[src/rtl/preliminary_pkg.sv]
// Shared widths, limits and pipeline control bundle for the preliminary-processing chain.
package preliminary_pkg;
  localparam int ADC_W   = 16;
  localparam int LO_W    = 18;
  localparam int PROD_W  = ADC_W + LO_W;
  localparam int ACC_W   = 40;
  localparam int OUT_W   = 32;
  localparam int CNT_W   = 8;
  localparam int SHIFT_W = 4;

  localparam longint OUT_MAX = (64'sd1 <<< (OUT_W - 1)) - 64'sd1;
  localparam longint OUT_MIN = -(64'sd1 <<< (OUT_W - 1));

  // Per-sample control that travels alongside the data through the pipeline.
  typedef struct packed {
    logic               load;
    logic               latch;
    logic               use_smp;
    logic               exceeds;
    logic [SHIFT_W-1:0] shift;
  } ctl_t;
endpackage

[src/rtl/tbt_demod_mac.sv]
// Registered multiply (stage 2) and turn accumulator (stage 3) for one LO component.
module tbt_demod_mac #(
  parameter int ADC_WIDTH  = 16,
  parameter int LO_WIDTH   = 18,
  parameter int PROD_WIDTH = 34,
  parameter int ACC_WIDTH  = 40
) (
  input  logic                 clk,
  input  logic                 rst,
  input  logic [ADC_WIDTH-1:0] adc_i,
  input  logic [LO_WIDTH-1:0]  lo_i,
  input  logic                 use_i,
  input  logic                 load_i,
  output logic [ACC_WIDTH-1:0] acc_o
);
  logic signed [PROD_WIDTH-1:0] prod_d, prod_q;
  logic signed [ACC_WIDTH-1:0]  acc_d, acc_q;

  always_comb begin
    prod_d = '0;
    if (use_i) prod_d = PROD_WIDTH'($signed(adc_i)) * PROD_WIDTH'($signed(lo_i));
  end

  // load_i is aligned with prod_q, so a load starts the turn with this product.
  always_comb begin
    acc_d = acc_q + ACC_WIDTH'(prod_q);
    if (load_i) acc_d = ACC_WIDTH'(prod_q);
  end

  always_ff @(posedge clk or posedge rst) begin
    if (rst) begin
      prod_q <= '0;
      acc_q  <= '0;
    end else begin
      prod_q <= prod_d;
      acc_q  <= acc_d;
    end
  end

  assign acc_o = acc_q;
endmodule

[src/rtl/tbt_demodulator.sv]
// Per-ADC synchronous demodulator: I/Q turn-by-turn sums bounded by LO load/latch markers.
module tbt_demodulator
  import preliminary_pkg::*;
#(
  parameter int ADC_WIDTH        = ADC_W,
  parameter int LO_WIDTH         = LO_W,
  parameter int SAMPLES_PER_TURN = 77,
  parameter int ACC_WIDTH        = ACC_W,
  parameter int OUTPUT_WIDTH     = OUT_W
) (
  input  logic                    clk,
  input  logic                    rst,
  input  logic [ADC_WIDTH-1:0]    adcData,
  input  logic [LO_WIDTH-1:0]     loCos,
  input  logic [LO_WIDTH-1:0]     loSin,
  input  logic                    tbtLoadAccumulator,
  input  logic                    tbtLatchAccumulator,
  input  logic                    adcUseThisSample,
  input  logic                    adcExceedsThreshold,
  input  logic [SHIFT_W-1:0]      sumShift,
  output logic [OUTPUT_WIDTH-1:0] tbtI,
  output logic [OUTPUT_WIDTH-1:0] tbtQ,
  output logic [CNT_W-1:0]        tbtSampleCount,
  output logic                    tbtExceeded,
  output logic                    tbtValid,
  output logic                    tbtToggle,
  output logic                    tbtOverflow
);
  // Full product width: (-2^15)*(-2^17) = 2^32 needs ADC+LO bits to stay exact.
  localparam int PROD_WIDTH = ADC_WIDTH + LO_WIDTH;
  localparam int CNT_INT_W  = ($clog2(SAMPLES_PER_TURN + 1) > CNT_W) ?
                              $clog2(SAMPLES_PER_TURN + 1) : CNT_W;
  localparam logic [CNT_INT_W-1:0] CNT_SAT = CNT_INT_W'((1 << CNT_W) - 1);
  localparam logic signed [ACC_WIDTH-1:0] SAT_MAX =
    {{(ACC_WIDTH-OUTPUT_WIDTH+1){1'b0}}, {(OUTPUT_WIDTH-1){1'b1}}};
  localparam logic signed [ACC_WIDTH-1:0] SAT_MIN =
    {{(ACC_WIDTH-OUTPUT_WIDTH+1){1'b1}}, {(OUTPUT_WIDTH-1){1'b0}}};

  logic [ADC_WIDTH-1:0] adc_s1_q;
  logic [LO_WIDTH-1:0]  cos_s1_q, sin_s1_q;
  ctl_t                 ctl_s1_q, ctl_s2_q;
  logic                 lat_s3_q;
  logic [SHIFT_W-1:0]   shift_s3_q;

  always_ff @(posedge clk or posedge rst) begin
    if (rst) begin
      adc_s1_q   <= '0;
      cos_s1_q   <= '0;
      sin_s1_q   <= '0;
      ctl_s1_q   <= '0;
      ctl_s2_q   <= '0;
      lat_s3_q   <= 1'b0;
      shift_s3_q <= '0;
    end else begin
      adc_s1_q         <= adcData;
      cos_s1_q         <= loCos;
      sin_s1_q         <= loSin;
      ctl_s1_q.load    <= tbtLoadAccumulator;
      ctl_s1_q.latch   <= tbtLatchAccumulator;
      ctl_s1_q.use_smp <= adcUseThisSample;
      ctl_s1_q.exceeds <= adcExceedsThreshold;
      ctl_s1_q.shift   <= sumShift;
      ctl_s2_q         <= ctl_s1_q;
      lat_s3_q         <= ctl_s2_q.latch;
      shift_s3_q       <= ctl_s2_q.shift;
    end
  end

  logic [ACC_WIDTH-1:0] acc_i, acc_q;

  tbt_demod_mac #(
    .ADC_WIDTH (ADC_WIDTH),
    .LO_WIDTH  (LO_WIDTH),
    .PROD_WIDTH(PROD_WIDTH),
    .ACC_WIDTH (ACC_WIDTH)
  ) u_mac_cos (
    .clk   (clk),
    .rst   (rst),
    .adc_i (adc_s1_q),
    .lo_i  (cos_s1_q),
    .use_i (ctl_s1_q.use_smp),
    .load_i(ctl_s2_q.load),
    .acc_o (acc_i)
  );

  tbt_demod_mac #(
    .ADC_WIDTH (ADC_WIDTH),
    .LO_WIDTH  (LO_WIDTH),
    .PROD_WIDTH(PROD_WIDTH),
    .ACC_WIDTH (ACC_WIDTH)
  ) u_mac_sin (
    .clk   (clk),
    .rst   (rst),
    .adc_i (adc_s1_q),
    .lo_i  (sin_s1_q),
    .use_i (ctl_s1_q.use_smp),
    .load_i(ctl_s2_q.load),
    .acc_o (acc_q)
  );

  logic [CNT_INT_W-1:0] cnt_d, cnt_q;
  logic                 exc_d, exc_q;
  logic                 hit;

  always_comb begin
    hit   = ctl_s2_q.use_smp & ctl_s2_q.exceeds;
    cnt_d = cnt_q;
    exc_d = exc_q | hit;
    if (ctl_s2_q.load) begin
      cnt_d = CNT_INT_W'(ctl_s2_q.use_smp);
      exc_d = hit;
    end else if (ctl_s2_q.use_smp && cnt_q < CNT_SAT) begin
      cnt_d = cnt_q + 1'b1;
    end
  end

  logic [ACC_WIDTH-1:0] cap_i_q, cap_q_q;
  logic [CNT_INT_W-1:0] cap_cnt_q;
  logic                 cap_exc_q, cap_vld_q;
  logic [SHIFT_W-1:0]   cap_shift_q;

  always_ff @(posedge clk or posedge rst) begin
    if (rst) begin
      cnt_q       <= '0;
      exc_q       <= 1'b0;
      cap_i_q     <= '0;
      cap_q_q     <= '0;
      cap_cnt_q   <= '0;
      cap_exc_q   <= 1'b0;
      cap_shift_q <= '0;
      cap_vld_q   <= 1'b0;
    end else begin
      cnt_q     <= cnt_d;
      exc_q     <= exc_d;
      cap_vld_q <= lat_s3_q;
      if (lat_s3_q) begin
        cap_i_q     <= acc_i;
        cap_q_q     <= acc_q;
        cap_cnt_q   <= cnt_q;
        cap_exc_q   <= exc_q;
        cap_shift_q <= shift_s3_q;
      end
    end
  end

  // Returns {overflow, clamped value}.
  function automatic logic [OUTPUT_WIDTH:0] scale(input logic [ACC_WIDTH-1:0] a,
                                                  input logic [SHIFT_W-1:0] sh);
    logic signed [ACC_WIDTH-1:0] s;
    s = $signed(a) >>> sh;
    if (s > SAT_MAX)      scale = {1'b1, SAT_MAX[OUTPUT_WIDTH-1:0]};
    else if (s < SAT_MIN) scale = {1'b1, SAT_MIN[OUTPUT_WIDTH-1:0]};
    else                  scale = {1'b0, s[OUTPUT_WIDTH-1:0]};
  endfunction

  logic [OUTPUT_WIDTH:0] sc_i, sc_q;
  always_comb begin
    sc_i = scale(cap_i_q, cap_shift_q);
    sc_q = scale(cap_q_q, cap_shift_q);
  end

  logic [OUTPUT_WIDTH-1:0] tbt_i_q, tbt_q_q;
  logic [CNT_W-1:0]        tbt_cnt_q;
  logic                    tbt_exc_q, tbt_vld_q, tbt_tog_q, tbt_ovf_q;

  always_ff @(posedge clk or posedge rst) begin
    if (rst) begin
      tbt_i_q   <= '0;
      tbt_q_q   <= '0;
      tbt_cnt_q <= '0;
      tbt_exc_q <= 1'b0;
      tbt_vld_q <= 1'b0;
      tbt_tog_q <= 1'b0;
      tbt_ovf_q <= 1'b0;
    end else begin
      tbt_vld_q <= cap_vld_q;
      if (cap_vld_q) begin
        tbt_i_q   <= sc_i[OUTPUT_WIDTH-1:0];
        tbt_q_q   <= sc_q[OUTPUT_WIDTH-1:0];
        tbt_ovf_q <= sc_i[OUTPUT_WIDTH] | sc_q[OUTPUT_WIDTH];
        tbt_cnt_q <= cap_cnt_q[CNT_W-1:0];
        tbt_exc_q <= cap_exc_q;
        tbt_tog_q <= ~tbt_tog_q;
      end
    end
  end

  assign tbtI           = tbt_i_q;
  assign tbtQ           = tbt_q_q;
  assign tbtSampleCount = tbt_cnt_q;
  assign tbtExceeded    = tbt_exc_q;
  assign tbtValid       = tbt_vld_q;
  assign tbtToggle      = tbt_tog_q;
  assign tbtOverflow    = tbt_ovf_q;
endmodule
[config.mk]
export PLATFORM = sky130hd
export DESIGN_NAME = tbt_demodulator
export DESIGN_NICKNAME = d
export VERILOG_FILES = /design/src/rtl/preliminary_pkg.sv /design/src/rtl/tbt_demod_mac.sv /design/src/rtl/tbt_demodulator.sv
export SDC_FILE = /design/constraint.sdc
export NUM_CORES = 2
export LEC_CHECK = 0
export ABC_AREA = 1
export BUFFER_PORTS_ARGS = -buffer_cell sky130_fd_sc_hd__buf_2
export CAP_MARGIN = 25
export CELL_PAD_IN_SITES_DETAIL_PLACEMENT = 0
export CELL_PAD_IN_SITES_GLOBAL_PLACEMENT = 1
export CORE_MARGIN = 10
export CORE_UTILIZATION = 53
export CTS_BUF_LIST = sky130_fd_sc_hd__clkbuf_4 sky130_fd_sc_hd__clkbuf_8
export DETAILED_ROUTE_END_ITERATION = 8
export PLACE_DENSITY_LB_ADDON = 0.25
export SYNTH_ARGS = -nofsm -noshare
export SYNTH_HDL_FRONTEND = slang
export SYNTH_HIERARCHICAL = 1
export SYNTH_SLANG_ARGS = --single-unit
[constraint.sdc]
create_clock -name clk -period 13.9 [get_ports clk]
set_input_delay 2.78 -clock clk [delete_from_list [all_inputs] [get_ports clk]]
set_output_delay 2.78 -clock clk [all_outputs]
set_load 0.005 [all_outputs]
==> summary.md <==
| Metric | Value |
|---|---|
| Clock-pin slew on the worst setup and hold paths | around 0.060 ns |
| Post-CTS Setup Bufs | 0 |
| Area of the core | approximately 90000 µm² |
| Total wire length | 134300 µm |
| Area share of fa/ha/maj cells after synthesis | 0.3150 |
| Post-synth EDFFs | 0 |
| TritonCTS clock tree | built |
| Outcome | finished, final reports clean |
| Worst-margin pin slew | roughly 1.0 ns |
| Die area | just over 100000 µm² |
| Filler cells | roughly 8700 |
| Synth area leader | fa_1 |
| Synthesized area per cell | between 7 and 8 µm² |
| Num CTS Buffers | slightly below 80 |
| DR WL/cell | 17.52 µm |
| MaxCap Viol Count | 0 |
| Post-Syn Nets | 7323 |
| Grt total ovfl | 0 |
| Die Y | around 320 µm |
| Final period util | 0.4659 |
| Initial antenna violation count | 1 |
| Post-CTS Resized | 0 |
| Synth top area share | 0.2481 |
| Largest fanout on the critical path | 19 |
| Cell area after layout | 50140 µm² |
| Initial Util | 0.5330 |
| Clock sinks | 400 |
| Post-Synth Simple-Gate Area | 0.2486 |
| Vias/cell | 5.144 |
| Hold Crit Class | flip-flop to flip-flop |
| Via count | 39423 |
| Post-synthesis cell type count | between 50 and 60 |
| Post-synthesis xor/xnor area fraction | 0.008019 |
| Synth area leaders | fa_1 25%, dfrtp_1 21%, nand2_1 16%, inv_1 11%, ha_1 6.7% |
| IO buf count | 137 |
| Rel. slew slack | 0.3254 |
| Top FF cell, synth | dfrtp_1 |
| Final Skew | 0.07722 ns |
| Seq cells post-synth | 400 |
| Vias in the first global route | approximately 40000 |
| Yosys warnings | 6 |
| Top-count cell post-synth | nand2_1 |
| Fmax | 154.4 MHz |
| Post-DP HPWL | approximately 110000 µm |
| Nets@finish | between 7000 and 8000 |
| Max-slew violation count | 0 |
| CTS Root Cell | clkbuf_8 |
| Post-synthesis mux area share | 0.008153 |
| DRC | 0 |
| Synth Area in Compound Gates | 0.07295 |
| Setup TNS | 0 ns |
| Htree depth | 3 |
| IO Count | 138 |
| GPL Wtd Cong | roughly 0.97 |
| Die X | approximately 320 µm |
| Sequential fraction of the synthesis area | 0.2131 |
| Layout cells sized above 1 | 0.07495 |
| CTS Buffer Depth | 3 |
| Largest family of logic cells by synthesized area | adder cells |
| RSZ-0062 raised after global routing | false |
| FP Rows | 109 |
| Post-cts hold buffer count | 0 |
| First-pass iteration count of the detailed router | 6 |
| Initial DRC count | between 2000 and 3000 |
| Critical Path RT | 14.45 ns |
| CP endpoint kind | flip-flop |
| Period minus WS final | 6.476 ns |
| WS Path Type | flip-flop to flip-flop |
| Most common library cells after synthesis | 2006 x nand2_1, 1354 x inv_1, 582 x fa_1 |
| Worst skew pair latency | approximately 0.74 ns |
| Worst EP arrival | ~7.0 ns |
| Post-DP Area | 48350 µm² |
| Pin count of the biggest net entering global routing | ~150 |
| Cells after synthesis | about 6400 |
| First-pass GRT wire length | approximately 220000 µm |
| CP Launch Type | flip-flop |
| Fin util | 0.5691 |
| Final setup fails | 0 |
| GRT Total Usage | 0.2660 |
| Layout area overhead | 6.762% |
| Mapped Area | ~47000 µm² |
| Post-route ant nets | 0 |
| Ys async rst share | 1.000 |
| Fin. Hold Viols | 0 |
## flip-flops by register name, summed over array words and instances (netlist names), 18 cells and up
register,cells
cap_i_q,40
cap_q_q,40
u_mac_cos/acc_o,40
u_mac_sin/acc_o,40
u_mac_cos/prod_q,34
u_mac_sin/prod_q,34
tbtI,32
tbtQ,32
cos_s1_q,18
sin_s1_q,18
## placed cells by master (no fill, tap or decap), drive strengths merged, types with 2 or more instances in the layout
| cell type | n |
|---|---|
| fa | 582 |
| a21o | 17 |
| nor2 | 434 |
| a21oi | 244 |
| o211ai | 8 |
| o21a | 12 |
| buf | 177 |
| nor3 | 16 |
| xor2 | 16 |
| clkinvlp | 4 |
| mux2i | 18 |
| a31oi | 12 |
| nand3 | 268 |
| nand2b | 2 |
| clkbuf | 113 |
| bufinv | 5 |
| o21ai | 304 |
| nor3b | 3 |
| nand2 | 2032 |
| inv | 1382 |
| a21boi | 5 |
| nand3b | 27 |
| and3 | 2 |
| xnor2 | 27 |
| clkinv | 25 |
| nand4 | 29 |
| ha | 251 |
| mux2 | 18 |
| dfrtp | 400 |
| nor4 | 6 |
| or2 | 38 |
| o21bai | 18 |
## cell families after synthesis
| group | count (synthesis) |
|---|---|
| and+or+nand+nor | 2857 |
| buffers and inverters | 1636 |
| adders and majority gates | 833 |
| AOI/OAI and AO/OA | 623 |
| DFF | 400 |
| xor gates and xnor gates | 43 |
| muxes | 36 |
## routing by layer
metal,up-vias,track usage,routed length [µm],share of wire
met1,19031,0.3439,58200,0.43
met3,206,0.03504,6701,0.050
met2,1015,0.4497,64200,0.48
met4,0,0.1032,5185,0.039
li1,19171,-,-,-
met5,-,0,0,0
## critical path, stage by stage (launching register included)
cell and delay (ns):
dfrtp_1 0.35, clkinv_1 0.55, or2_2 0.55, fa_1 0.51, fa_1 0.55, inv_1 0.05, fa_1 0.51, fa_1 0.52
fa_1 0.54, inv_1 0.05, fa_1 0.53, inv_1 0.04, ha_1 0.39, a21oi_1 0.22, nand2_1 0.10, a21oi_1 0.37
nand2_2 0.15, xnor2_1 0.27, nor2_1 0.07
## final timing paths
check	start	cells past startpoint	slack (ns)	to
max	adc_s1_q[15]	18	7.42	u_mac_cos/prod_q[16]
min	ctl_s2_q[3]	0	0.34	shift_s3_q[3]
max reg2reg	adc_s1_q[15]	18	7.42	u_mac_cos/prod_q[16]
min reg2reg	ctl_s2_q[3]	0	0.34	shift_s3_q[3]
max in group asynchronous	rst	3	10.35	adc_s1_q[8]
min in group asynchronous	rst	3	2.17	u_mac_sin/acc_o[30]
## cell type report
| type | count | area [µm²] | share of cell area |
|---|---|---|---|
| clock buffer | 113 | 1411 | 0.02815 |
| multi-input combinational | 4392 | 30650 | 0.6114 |
| sequential | 400 | 10020 | 0.1999 |
| tap | 1165 | 1458 | 0.02907 |
| timing repair buffer | 177 | 1046 | 0.02086 |
| inverter | 1386 | 5214 | 0.1040 |
| clock inverter | 30 | 330.3 | 0.006588 |
| antenna | 1 | 2.502 | 0.00004991 |
## through the flow
step	cells	hold WS [ns]	setup slack, ns
after floorplan	6428	0.3312	4.192
after detailed placement	7518	0.3358	7.411
final	7664	0.3446	7.424
after global routing	7664	0.3538	7.002
after CTS	7661	0.3477	7.395
after global placement	7517	0.3343	7.380
Power is left out: the tool's default activity adds up to more than one toggle a clock period on the data nets, which glitch-free logic cannot reach.
